File: config.mk
export PLATFORM = sky130hd
export DESIGN_NAME = vga_timing_gen_flat
export DESIGN_NICKNAME = d
export VERILOG_FILES = /design/src/rtl/vga_timing_pkg.sv /design/src/rtl/vga_timing_if.sv /design/src/rtl/vga_axis_counter.sv /design/src/rtl/vga_timing_gen.sv /design/src/flat_wrapper.sv
export SDC_FILE = /design/constraint.sdc
export NUM_CORES = 1
export LEC_CHECK = 0
export BUFFER_PORTS_ARGS = -buffer_cell sky130_fd_sc_hd__buf_2
export CORE_ASPECT_RATIO = 1.25
export CORE_UTILIZATION = 55
export DETAILED_ROUTE_END_ITERATION = 10
export GPL_TIMING_DRIVEN = 0
export HOLD_SLACK_MARGIN = 0.06
export PLACE_DENSITY_LB_ADDON = 0.05
export SYNTH_ARGS = -nofsm -noshare
export SYNTH_HDL_FRONTEND = slang
export SYNTH_SLANG_ARGS = --single-unit
File: constraint.sdc
create_clock -name vgaclk -period 6 [get_ports vgaclk]
set_input_delay 0.3 -clock vgaclk [delete_from_list [all_inputs] [get_ports vgaclk]]
set_output_delay 0.3 -clock vgaclk [all_outputs]
set_load 0.02 [all_outputs]
File: src/rtl/vga_timing_pkg.sv
// Shared constants and elaboration helpers for the parametrised VGA/panel timing generator.
// Defaults describe the 480x272 panel (525 x 286 totals).
package vga_timing_pkg;

   localparam int DEF_H_ACTIVE = 480;
   localparam int DEF_H_FP     = 2;
   localparam int DEF_H_SYNC   = 41;
   localparam int DEF_H_BP     = 2;
   localparam int DEF_V_ACTIVE = 272;
   localparam int DEF_V_FP     = 2;
   localparam int DEF_V_SYNC   = 10;
   localparam int DEF_V_BP     = 2;

   localparam logic POL_LOW  = 1'b0;
   localparam logic POL_HIGH = 1'b1;

   typedef enum logic [1:0] {
      PH_SYNC   = 2'd0,
      PH_BP     = 2'd1,
      PH_ACTIVE = 2'd2,
      PH_FP     = 2'd3
   } axis_phase_e;

   function automatic int axis_total(input int active, input int fp, input int sync, input int bp);
      return sync + bp + active + fp;
   endfunction

   // Bits needed to hold 0..n-1, never less than one.
   function automatic int width_of(input int n);
      int w;
      w = 1;
      while ((1 << w) < n) begin
         w = w + 1;
      end
      return w;
   endfunction

endpackage

File: src/rtl/vga_timing_if.sv
// Timing bundle between the generator (master) and the renderer (slave).
// The renderer side supplies the pixel clock-enable.
interface vga_timing_if #(
   parameter int X_W     = 9,
   parameter int Y_W     = 9,
   parameter int FRAME_W = 16
);
   logic               pix_ce;
   logic               hsync;
   logic               vsync;
   logic               hden;
   logic               vden;
   logic               de;
   logic [X_W-1:0]     pos_x;
   logic [Y_W-1:0]     pos_y;
   logic               line_start;
   logic               frame_start;
   logic               start;
   logic [FRAME_W-1:0] frame_count;
   logic               tick;
   logic               tick_toggle;

   modport master (
      input  pix_ce,
      output hsync, vsync, hden, vden, de, pos_x, pos_y,
      output line_start, frame_start, start, frame_count, tick, tick_toggle
   );

   modport slave (
      output pix_ce,
      input  hsync, vsync, hden, vden, de, pos_x, pos_y,
      input  line_start, frame_start, start, frame_count, tick, tick_toggle
   );
endinterface

File: src/rtl/vga_axis_counter.sv
// One timing axis: wrapping counter (sync, back porch, active, front porch) with
// registered sync/active/position decode aligned to the count currently held.
module vga_axis_counter
   import vga_timing_pkg::*;
#(
   parameter int   ACTIVE = DEF_H_ACTIVE,
   parameter int   FP     = DEF_H_FP,
   parameter int   SYNC   = DEF_H_SYNC,
   parameter int   BP     = DEF_H_BP,
   parameter logic POL    = POL_LOW,
   parameter int   CW     = width_of(axis_total(ACTIVE, FP, SYNC, BP)),
   parameter int   PW     = width_of(ACTIVE)
) (
   input  logic          clk,
   input  logic          rst,
   input  logic          ce,
   output logic          tc,
   output logic          sync,
   output logic          active,
   output logic          active_nxt,
   output logic [PW-1:0] pos
);

   localparam int            TOTAL    = axis_total(ACTIVE, FP, SYNC, BP);
   localparam logic [CW-1:0] LAST     = CW'(TOTAL - 1);
   localparam logic [CW-1:0] SYNC_END = CW'(SYNC);
   localparam logic [CW-1:0] ACT_LO   = CW'(SYNC + BP);
   localparam logic [CW-1:0] ACT_HI   = CW'(SYNC + BP + ACTIVE);
   localparam logic [CW-1:0] CNT_ONE  = CW'(1);

   logic [CW-1:0] cnt_q, cnt_d;
   logic          sync_q, sync_d;
   logic          active_q, active_d;
   logic [PW-1:0] pos_q, pos_d;
   axis_phase_e   phase_s;

   // Next count: advance on ce, wrap after the last front-porch position.
   always_comb begin
      cnt_d = cnt_q;
      if (ce) begin
         if (cnt_q == LAST) begin
            cnt_d = {CW{1'b0}};
         end else begin
            cnt_d = cnt_q + CNT_ONE;
         end
      end else begin
         cnt_d = cnt_q;
      end
   end

   // Decode the phase of the next count so the registered outputs line up with cnt_q.
   always_comb begin
      if (cnt_d < SYNC_END) begin
         phase_s = PH_SYNC;
      end else if (cnt_d < ACT_LO) begin
         phase_s = PH_BP;
      end else if (cnt_d < ACT_HI) begin
         phase_s = PH_ACTIVE;
      end else begin
         phase_s = PH_FP;
      end
   end

   always_comb begin
      sync_d   = ~POL;
      active_d = 1'b0;
      pos_d    = {PW{1'b0}};
      case (phase_s)
         PH_SYNC: begin
            sync_d = POL;
         end
         PH_ACTIVE: begin
            active_d = 1'b1;
            pos_d    = PW'(cnt_d - ACT_LO);
         end
         default: begin
            sync_d   = ~POL;
            active_d = 1'b0;
         end
      endcase
   end

   // Reset parks the axis on its last position so the first enable lands on zero.
   always_ff @(posedge clk or posedge rst) begin
      if (rst) begin
         cnt_q    <= LAST;
         sync_q   <= ~POL;
         active_q <= 1'b0;
         pos_q    <= {PW{1'b0}};
      end else begin
         cnt_q    <= cnt_d;
         sync_q   <= sync_d;
         active_q <= active_d;
         pos_q    <= pos_d;
      end
   end

   assign tc         = (cnt_q == LAST);
   assign sync       = sync_q;
   assign active     = active_q;
   assign active_nxt = active_d;
   assign pos        = pos_q;

endmodule

File: src/rtl/vga_timing_gen.sv
// Parametrised panel timing generator: syncs, data enables, coordinates, strobes,
// frame counter, startup blanking and a free-running slow tick.
module vga_timing_gen
   import vga_timing_pkg::*;
#(
   parameter int   H_ACTIVE     = DEF_H_ACTIVE,
   parameter int   H_FP         = DEF_H_FP,
   parameter int   H_SYNC       = DEF_H_SYNC,
   parameter int   H_BP         = DEF_H_BP,
   parameter int   V_ACTIVE     = DEF_V_ACTIVE,
   parameter int   V_FP         = DEF_V_FP,
   parameter int   V_SYNC       = DEF_V_SYNC,
   parameter int   V_BP         = DEF_V_BP,
   parameter logic HSYNC_POL    = POL_LOW,
   parameter logic VSYNC_POL    = POL_LOW,
   parameter int   START_FRAMES = 10,
   parameter int   TICK_DIV     = 4000000,
   parameter int   FRAME_W      = 16
) (
   input  logic            vgaclk,
   input  logic            reset,
   vga_timing_if.master    vif
);

   localparam int XW = width_of(H_ACTIVE);
   localparam int YW = width_of(V_ACTIVE);
   localparam int SW = width_of(START_FRAMES + 1);
   localparam int TW = width_of(TICK_DIV);

   localparam logic [SW-1:0]      START_LAST = SW'(START_FRAMES);
   localparam logic [SW-1:0]      SC_ONE     = SW'(1);
   localparam logic [TW-1:0]      TICK_LAST  = TW'(TICK_DIV - 1);
   localparam logic [TW-1:0]      TC_ONE     = TW'(1);
   localparam logic [FRAME_W-1:0] FC_ONE     = FRAME_W'(1);
   localparam logic               START_INIT = (START_FRAMES != 0) ? 1'b1 : 1'b0;

   if (H_ACTIVE < 1 || H_FP < 1 || H_SYNC < 1 || H_BP < 1 ||
       V_ACTIVE < 1 || V_FP < 1 || V_SYNC < 1 || V_BP < 1) begin : g_bad_timing
      $error("vga_timing_gen: every timing parameter must be at least 1");
   end
   if (TICK_DIV < 2) begin : g_bad_tick
      $error("vga_timing_gen: TICK_DIV must be at least 2");
   end

   logic          h_tc_s, h_sync_s, h_act_s, h_act_nxt_s;
   logic          v_tc_s, v_sync_s, v_act_s, v_act_nxt_s;
   logic [XW-1:0] pos_x_s;
   logic [YW-1:0] pos_y_s;
   logic          line_edge_s, frame_edge_s, v_ce_s;

   logic               line_start_q, line_start_d;
   logic               frame_start_q, frame_start_d;
   logic               first_seen_q, first_seen_d;
   logic [FRAME_W-1:0] frame_count_q, frame_count_d;
   logic               start_q, start_d;
   logic [SW-1:0]      start_cnt_q, start_cnt_d;
   logic               de_q, de_d;
   logic [TW-1:0]      tick_cnt_q, tick_cnt_d;
   logic               tick_q, tick_d;
   logic               tick_toggle_q, tick_toggle_d;

   assign line_edge_s  = vif.pix_ce & h_tc_s;
   assign v_ce_s       = line_edge_s;
   assign frame_edge_s = line_edge_s & v_tc_s;

   vga_axis_counter #(
      .ACTIVE (H_ACTIVE), .FP (H_FP), .SYNC (H_SYNC), .BP (H_BP),
      .POL    (HSYNC_POL), .PW (XW)
   ) u_h_axis (
      .clk        (vgaclk),
      .rst        (reset),
      .ce         (vif.pix_ce),
      .tc         (h_tc_s),
      .sync       (h_sync_s),
      .active     (h_act_s),
      .active_nxt (h_act_nxt_s),
      .pos        (pos_x_s)
   );

   vga_axis_counter #(
      .ACTIVE (V_ACTIVE), .FP (V_FP), .SYNC (V_SYNC), .BP (V_BP),
      .POL    (VSYNC_POL), .PW (YW)
   ) u_v_axis (
      .clk        (vgaclk),
      .rst        (reset),
      .ce         (v_ce_s),
      .tc         (v_tc_s),
      .sync       (v_sync_s),
      .active     (v_act_s),
      .active_nxt (v_act_nxt_s),
      .pos        (pos_y_s)
   );

   // The first frame edge after reset only arms the counter; blanking ends on edge START_FRAMES+1.
   always_comb begin
      line_start_d  = line_edge_s;
      frame_start_d = frame_edge_s;
      first_seen_d  = first_seen_q;
      frame_count_d = frame_count_q;
      start_d       = start_q;
      start_cnt_d   = start_cnt_q;
      if (frame_edge_s) begin
         if (first_seen_q) begin
            frame_count_d = frame_count_q + FC_ONE;
         end else begin
            first_seen_d = 1'b1;
         end
         if (start_q) begin
            if (start_cnt_q == START_LAST) begin
               start_d = 1'b0;
            end else begin
               start_cnt_d = start_cnt_q + SC_ONE;
            end
         end else begin
            start_cnt_d = start_cnt_q;
         end
      end else begin
         frame_count_d = frame_count_q;
      end
      de_d = h_act_nxt_s & v_act_nxt_s & ~start_d;
   end

   // Tick divider ignores pix_ce.
   always_comb begin
      if (tick_cnt_q == TICK_LAST) begin
         tick_cnt_d    = {TW{1'b0}};
         tick_d        = 1'b1;
         tick_toggle_d = ~tick_toggle_q;
      end else begin
         tick_cnt_d    = tick_cnt_q + TC_ONE;
         tick_d        = 1'b0;
         tick_toggle_d = tick_toggle_q;
      end
   end

   always_ff @(posedge vgaclk or posedge reset) begin
      if (reset) begin
         line_start_q  <= 1'b0;
         frame_start_q <= 1'b0;
         first_seen_q  <= 1'b0;
         frame_count_q <= {FRAME_W{1'b0}};
         start_q       <= START_INIT;
         start_cnt_q   <= {SW{1'b0}};
         de_q          <= 1'b0;
         tick_cnt_q    <= {TW{1'b0}};
         tick_q        <= 1'b0;
         tick_toggle_q <= 1'b0;
      end else begin
         line_start_q  <= line_start_d;
         frame_start_q <= frame_start_d;
         first_seen_q  <= first_seen_d;
         frame_count_q <= frame_count_d;
         start_q       <= start_d;
         start_cnt_q   <= start_cnt_d;
         de_q          <= de_d;
         tick_cnt_q    <= tick_cnt_d;
         tick_q        <= tick_d;
         tick_toggle_q <= tick_toggle_d;
      end
   end

   assign vif.hsync       = h_sync_s;
   assign vif.vsync       = v_sync_s;
   assign vif.hden        = h_act_s;
   assign vif.vden        = v_act_s;
   assign vif.de          = de_q;
   assign vif.pos_x       = pos_x_s;
   assign vif.pos_y       = pos_y_s;
   assign vif.line_start  = line_start_q;
   assign vif.frame_start = frame_start_q;
   assign vif.start       = start_q;
   assign vif.frame_count = frame_count_q;
   assign vif.tick        = tick_q;
   assign vif.tick_toggle = tick_toggle_q;

endmodule

File: src/flat_wrapper.sv
// flat-port wrapper written by rule: the top's interface ports become plain ports
module vga_timing_gen_flat import vga_timing_pkg::*;
#(
   parameter int   H_ACTIVE     = DEF_H_ACTIVE,
   parameter int   H_FP         = DEF_H_FP,
   parameter int   H_SYNC       = DEF_H_SYNC,
   parameter int   H_BP         = DEF_H_BP,
   parameter int   V_ACTIVE     = DEF_V_ACTIVE,
   parameter int   V_FP         = DEF_V_FP,
   parameter int   V_SYNC       = DEF_V_SYNC,
   parameter int   V_BP         = DEF_V_BP,
   parameter logic HSYNC_POL    = POL_LOW,
   parameter logic VSYNC_POL    = POL_LOW,
   parameter int   START_FRAMES = 10,
   parameter int   TICK_DIV     = 4000000,
   parameter int   FRAME_W      = 16
)
  (vgaclk, reset, vif_pix_ce, vif_hsync, vif_vsync, vif_hden, vif_vden, vif_de, vif_pos_x, vif_pos_y, vif_line_start, vif_frame_start, vif_start, vif_frame_count, vif_tick, vif_tick_toggle);
  vga_timing_if #(.X_W(2), .Y_W(2), .FRAME_W(FRAME_W)) vif_i ();
  input  logic vgaclk;
  input  logic reset;
  input wire logic [$bits(vif_i.pix_ce)-1:0] vif_pix_ce;
  output wire logic [$bits(vif_i.hsync)-1:0] vif_hsync;
  output wire logic [$bits(vif_i.vsync)-1:0] vif_vsync;
  output wire logic [$bits(vif_i.hden)-1:0] vif_hden;
  output wire logic [$bits(vif_i.vden)-1:0] vif_vden;
  output wire logic [$bits(vif_i.de)-1:0] vif_de;
  output wire logic [$bits(vif_i.pos_x)-1:0] vif_pos_x;
  output wire logic [$bits(vif_i.pos_y)-1:0] vif_pos_y;
  output wire logic [$bits(vif_i.line_start)-1:0] vif_line_start;
  output wire logic [$bits(vif_i.frame_start)-1:0] vif_frame_start;
  output wire logic [$bits(vif_i.start)-1:0] vif_start;
  output wire logic [$bits(vif_i.frame_count)-1:0] vif_frame_count;
  output wire logic [$bits(vif_i.tick)-1:0] vif_tick;
  output wire logic [$bits(vif_i.tick_toggle)-1:0] vif_tick_toggle;
  assign vif_i.pix_ce = vif_pix_ce;
  assign vif_hsync = vif_i.hsync;
  assign vif_vsync = vif_i.vsync;
  assign vif_hden = vif_i.hden;
  assign vif_vden = vif_i.vden;
  assign vif_de = vif_i.de;
  assign vif_pos_x = vif_i.pos_x;
  assign vif_pos_y = vif_i.pos_y;
  assign vif_line_start = vif_i.line_start;
  assign vif_frame_start = vif_i.frame_start;
  assign vif_start = vif_i.start;
  assign vif_frame_count = vif_i.frame_count;
  assign vif_tick = vif_i.tick;
  assign vif_tick_toggle = vif_i.tick_toggle;
  vga_timing_gen #(.H_ACTIVE(H_ACTIVE), .H_FP(H_FP), .H_SYNC(H_SYNC), .H_BP(H_BP), .V_ACTIVE(V_ACTIVE), .V_FP(V_FP), .V_SYNC(V_SYNC), .V_BP(V_BP), .HSYNC_POL(HSYNC_POL), .VSYNC_POL(VSYNC_POL), .START_FRAMES(START_FRAMES), .TICK_DIV(TICK_DIV), .FRAME_W(FRAME_W)) u_core (.vgaclk(vgaclk), .reset(reset), .vif(vif_i));
endmodule
After elaboration in Yosys (flattened, before gate mapping)

Index checks and enable logic that the tools add are counted.

Add/subtract/negate cells: 7
$lt $le $gt $ge: 6
Equality and inequality tests: 6
Mux-type cells: 21
Bitwise operators: 7
Reduce and logical (&&, ||, !) cells: 4

Operators by type and width:

| cell                  | count |
|---|---|
| $add 22x1->22 const B | 1 |
| $eq 22x22->1 const B  | 1 |
| $mux 22               | 1 |
| $lt 10x6->1 const B   | 2 |
| $mux 10               | 2 |
| $lt 9x4->1 const B    | 2 |
| $mux 9                | 2 |
| $add 16x1->16 const B | 1 |
| $mux 2                | 6 |
| $add 10x1->10 const B | 1 |
| $eq 10x10->1 const B  | 1 |
| $lt 10x10->1 const B  | 1 |
| $mux 1                | 10 |
| $add 9x1->9 const B   | 1 |
| $eq 9x9->1 const B    | 1 |
| $lt 9x9->1 const B    | 1 |
| $add 4x1->4 const B   | 1 |
| $and 1x1->1           | 4 |
| $eq 2x2->1 const B    | 2 |
| $eq 4x4->1 const B    | 1 |
| $logic_not 2->1       | 2 |
| $not 1->1             | 3 |
| $reduce_and 3->1      | 1 |
| $reduce_and 2->1      | 1 |
| 2 further kinds       | 2 |

Register bits after elaboration: 76
Bits of input ports: 3
Word-level logic and storage cells: 69

Depth between registers and ports, before layout

Word-level depth: 11
Depth in mapped cells: 13
Mapped depth without buffers: 12

Hierarchy

From an unflattened synthesis, not the netlist that was laid out.

Cell total of the unflattened synthesis: 452
Area total of the unflattened synthesis: 4702.0 sq um

Modules (own cells, without submodules):

| module                             | times used | cells an instance | area each (sq um) |
|---|---|---|---|
| vga_timing_gen                     | 1          | 196               | 2219.6 |
| vga_axis_counter (u_core.u_h_axis) | 1          | 140               | 1293.7 |
| vga_axis_counter (u_core.u_v_axis) | 1          | 116               | 1188.6 |

Worst setup path before layout

Ideal clock, no wire load.

Path kind: register -> register
Start point: register u_core.u_h_axis.cnt_q[3]
End point: register u_core.de_q (netlist: u_core.vif.de)
Setup time: 0.081 ns
Arrival time: 2.491 ns
Path slack: 3.429 ns
Cell stages (with the launch flop): 11
Buffers on the path: 2
Clock period less this slack: 2.571 ns
Cells stage by stage: dfstp_2 > buf_2 > and4bb_1 > nand4_4 > clkbuf_1 > and2_1 > ha_1 > nand2b_1 > a2111oi_0 > mux2i_1 > nor3_2

Word-level cells in the longest chain between the ends: 11

Ends and longest elaborated chain:

| element                      | line                   | source |
|---|---|---|
| from (decl)                  | vga_axis_counter.sv:31 | `logic [CW-1:0] cnt_q, cnt_d;` |
| from (signal assigned)       | vga_axis_counter.sv:91 | `cnt_q <= cnt_d;` |
| $eq 10x10->1 (*)             | vga_axis_counter.sv:41 | `if (cnt_q == LAST) begin` |
| $mux 10 (*)                  | vga_axis_counter.sv:41 |  |
| $mux 10 (*)                  | vga_axis_counter.sv:40 | `if (ce) begin` |
| via u_core.u_h_axis.cnt_d[0] | vga_axis_counter.sv:31 |  |
| $lt 10x10->1                 | vga_axis_counter.sv:57 | `end else if (cnt_d < ACT_HI) begin` |
| $mux 1                       | vga_axis_counter.sv:57 |  |
| $mux 2                       | vga_axis_counter.sv:55 | `end else if (cnt_d < ACT_LO) begin` |
| $mux 2 (*)                   | vga_axis_counter.sv:53 | `if (cnt_d < SYNC_END) begin` |
| $eq 2x2->1 (*)               | vga_axis_counter.sv:68 | `case (phase_s)` |
| $mux 1 (*)                   | vga_axis_counter.sv:68 |  |
| $and 1x1->1 (*) (2 in a row) | vga_timing_gen.sv:120  | `de_d = h_act_nxt_s & v_act_nxt_s & ~start_d;` |
| via u_core.de_d              | vga_timing_gen.sv:57   | `logic de_q, de_d;` |
| to (signal assigned)         | vga_timing_gen.sv:144  | `de_q <= 1'b0;` |
| to (signal assigned)         | vga_timing_gen.sv:155  | `de_q <= de_d;` |
| to (decl)                    | vga_timing_gen.sv:57   |  |

The timed path passes the listed nets; every way through them passes the cells marked *.
A chain may end at the register's enable or synchronous reset.

Worst setup path in the final report

Ends and elaborated chain as after synthesis.

==> impl_results.md <==
* Outcome: finished, final reports clean
* Placed cell count at 463
* EDFF count, synth at 0
* Total of max-cap violations at 0
* Boundary Pins at 33
* Area of the mapped netlist at about 3600 um^2
* Hold Violations, Final at 0
* Crit start category: flip-flop
* Crit Path Category: reg2reg
* Setup TNS at 0 ps
* Core Util, Final at 66.4%
* Die span in x at 74.8 um
* Layout cells sized above 1 at 19.2%
* Hold Slack at 453 ps
* Power per cell area at roughly 290 nW/um^2
* Number of synthesis warnings at 0
* Mapped Nets at ~360
* Die ar. at 6960 um^2
* Layout Nets at approximately 400
* Final setup viols at 0
* Most used flip-flop cell after synthesis: dfrtp_1
* Slew Viols, Final at 0
* Vias in the first global route at 2,470
* Cell variety after synth at 51
* Total power at 1.21 mW
* Root Driver: clkbuf_8
* Clock power frac at 36.7%
* Fill cells at between 500 and 600
* Initial antenna violation count at 0
* Num CTS Buffers at 9
* Remaining Overflow, GRT at 0
* Routed WL per cell at between 10 and 15 um
* Setup Fix Bufs, Post-CTS at 0
* Cell Int Power at roughly 0.87 mW
* Most common cell after layout, fill and taps aside: dfrtp_1
* Antenna viol nets, final at 0
* GRT Overall Usage at 20.9%
* Setup crit end kind: flip-flop
* Final instance area at 4180 um^2
* Die H at 93.0 um
* Via count at 2,607
* Syn Inst Count at 346
* Area grow syn2layout at 14.6%
* Max Clock Skew at 10.2 ps
* Initial Util at 58.0%
* Slew @ Worst Pin at 518 ps
* Syn_area_per_cell at 10.5 um^2
* CTS tree: built
* Antenna diodes at 0
* Crit path DAT at 3300 ps
* Final worst slack at 2980 ps
* Fmax at 0.331 GHz
* VDD IR max at 0.239 mV
* Async SR Flop Fraction at 100%
* GPL Wtd Cong at 0.845
* Final std cells w/o fill at 480
* Drt pass-1 iters at 4
* Largest net degree at the start of global routing at 56
* Setup slack at placement at 3020 ps
* I/O Buffers at 31
* Min Tclk post-route at 3020 ps
* Worst hold-check path type: in2async
* Clock H-tree levels at 3
* Worst-path fanout max at 10
* Total wire length at 6.64 mm
* Placed inst area at around 4000 um^2
* CTS Sinks at 76
* #FFs+latches synth at 76
* P_leak at 2.12 nW
* Worst slew margin at between 60% and 70%
* First-pass GRT wire length at 11.0 mm
* Vias/cell at approximately 5.4
* RSZ-0062 raised after global routing: false
* Most frequent cells in the layout: dfrtp_1, buf_2, nor2_1
* Detailed Route Iter0 Violations at 131
* Final HPWL DP at 4.65 mm
* Sw frac at 27.9%
* Flop pwr share at 47.1%
* Critical path data required time at roughly 6300 ps
* Part of the power in combinational logic at 16.2%
* Post-CTS resize count at 0
* Clock buffer depth at 2
* Worst skew pair latency at 350 ps
* Rows at 32
* Worst-path clk slew at 80 ps
* Period utilization at between 50% and 60%
* P_sw at 0.338 mW
* CORE AREA at 6290 um^2
* Post-route DRC at 0
* Post-synthesis sequential area ratio at 52.6%
-- cells in the mapped netlist, types with 2 or more instances --
library cell | number | area [um^2]
xnor2_1 | 22 | 193
and4_1 | 5 | 43.8
a21o_1 | 2 | 15.0
xor2_1 | 24 | 210
nor2b_1 | 6 | 37.5
nand2_1 | 26 | 97.6
inv_1 | 21 | 78.8
o31ai_1 | 4 | 30.0
o31a_1 | 3 | 26.3
and3_1 | 16 | 100
buf_4 | 2 | 15.0
nor4b_1 | 2 | 17.5
nor2_1 | 29 | 109
or3_1 | 4 | 25.0
nand3_1 | 19 | 95.1
nor3_1 | 4 | 20.0
nand4_1 | 11 | 68.8
mux2_2 | 2 | 22.5
mux2i_1 | 2 | 20.0
and2_1 | 2 | 12.5
a21oi_1 | 3 | 15.0
dfrtp_1 | 65 | 1630
a22o_1 | 2 | 17.5
ha_1 | 10 | 125
dfstp_2 | 11 | 289
buf_2 | 3 | 15.0
nor4_1 | 3 | 18.8
o21ai_0 | 13 | 65.1
a31oi_1 | 3 | 18.8
nand2b_1 | 2 | 12.5
clkbuf_1 | 5 | 18.8
-- kinds of logic after synthesis --
group | after synthesis | share of synthesized area (%)
multiplexers | 4 | 1.17
AND/OR/NAND/NOR | 140 | 21.2
flip-flops | 76 | 52.6
adder cells (fa/ha/maj) | 10 | 3.43
AO/OA/AOI/OAI | 38 | 7.00
buffers and inverters | 32 | 3.60
XOR/XNOR | 46 | 11.1
-- per-layer routing --
layer / GRT usage (%) / routed length (um) / up-vias
met2: 33.1 / 3220 / 42
met3: 3.34 / 163 / 10
met5: 0 / 0 / -
li1: - / - / 1282
met1: 27.7 / 3120 / 1273
met4: 10.2 / 129 / 0
-- flip-flops by register name (all words and copies together), names as in the netlist --
name                    cells
u_core.vif.de               1
u_core.u_v_axis.sync        1
u_core.u_h_axis.sync        1
u_core.vif.line_start       1
u_core.vif.frame_start      1
u_core.start_cnt_q          4
u_core.vif.start            1
u_core.tick_cnt_q          22
u_core.u_h_axis.cnt_q      10
u_core.u_h_axis.pos         2
u_core.vif.frame_count     16
u_core.u_h_axis.active      1
u_core.first_seen_q         1
u_core.u_v_axis.active      1
u_core.vif.tick_toggle      1
u_core.u_v_axis.pos         2
u_core.u_v_axis.cnt_q       9
u_core.vif.tick             1
-- worst paths after layout --
path	cells after the start	slack (ps)	from	end
hold / removal	3	450	reset	u_core.vif.frame_count[10]
setup reg to reg	10	2980	u_core.u_h_axis.cnt_q[3]	u_core.vif.de
setup / recovery	10	2980	u_core.u_h_axis.cnt_q[3]	u_core.vif.de
hold reg to reg	1	470	u_core.vif.frame_count[15]	u_core.vif.frame_count[15]
max in group asynchronous	4	4930	reset	u_core.u_v_axis.cnt_q[8]
min in group vgaclk	1	470	u_core.vif.frame_count[15]	u_core.vif.frame_count[15]
-- layout make-up --
type / instances / area, um^2 / area share, %
sequential: 76 / 1920 / 45.9
multi-input combinational: 238 / 1600 / 38.3
timing repair buffer: 33 / 193 / 4.61
clock buffer: 10 / 138 / 3.30
tap: 85 / 106 / 2.55
clock inverter: 6 / 92.6 / 2.22
inverter: 22 / 85.1 / 2.04
buffer: 10 / 48.8 / 1.17
-- timing repair --
item,CTS,global route
endpoints found under the hold margin,20,0
endpoints found under the setup margin,0,0
hold buffers,1,0
-- power groups by stage --
stage          Clock (mW)  Sequential (mW)  Combinational, mW
2_1_floorplan           0            0.586              0.138
3_3_place_gp            0            0.578              0.187
3_5_place_dp            0            0.580              0.195
4_1_cts             0.455            0.570              0.196
5_1_grt             0.472            0.573              0.221
6_report            0.445            0.570              0.196
-- critical path, stage by stage, from the launching register on --
cell and delay, ps:
dfstp_2 520, buf_2 180, and4bb_1 270, nand4_4 190, clkbuf_1 280, and2_1 250
ha_1 210, nand2b_1 140, a2111oi_0 420, mux2i_1 280, nor3_2 220
(Power assumes the default switching activity.)
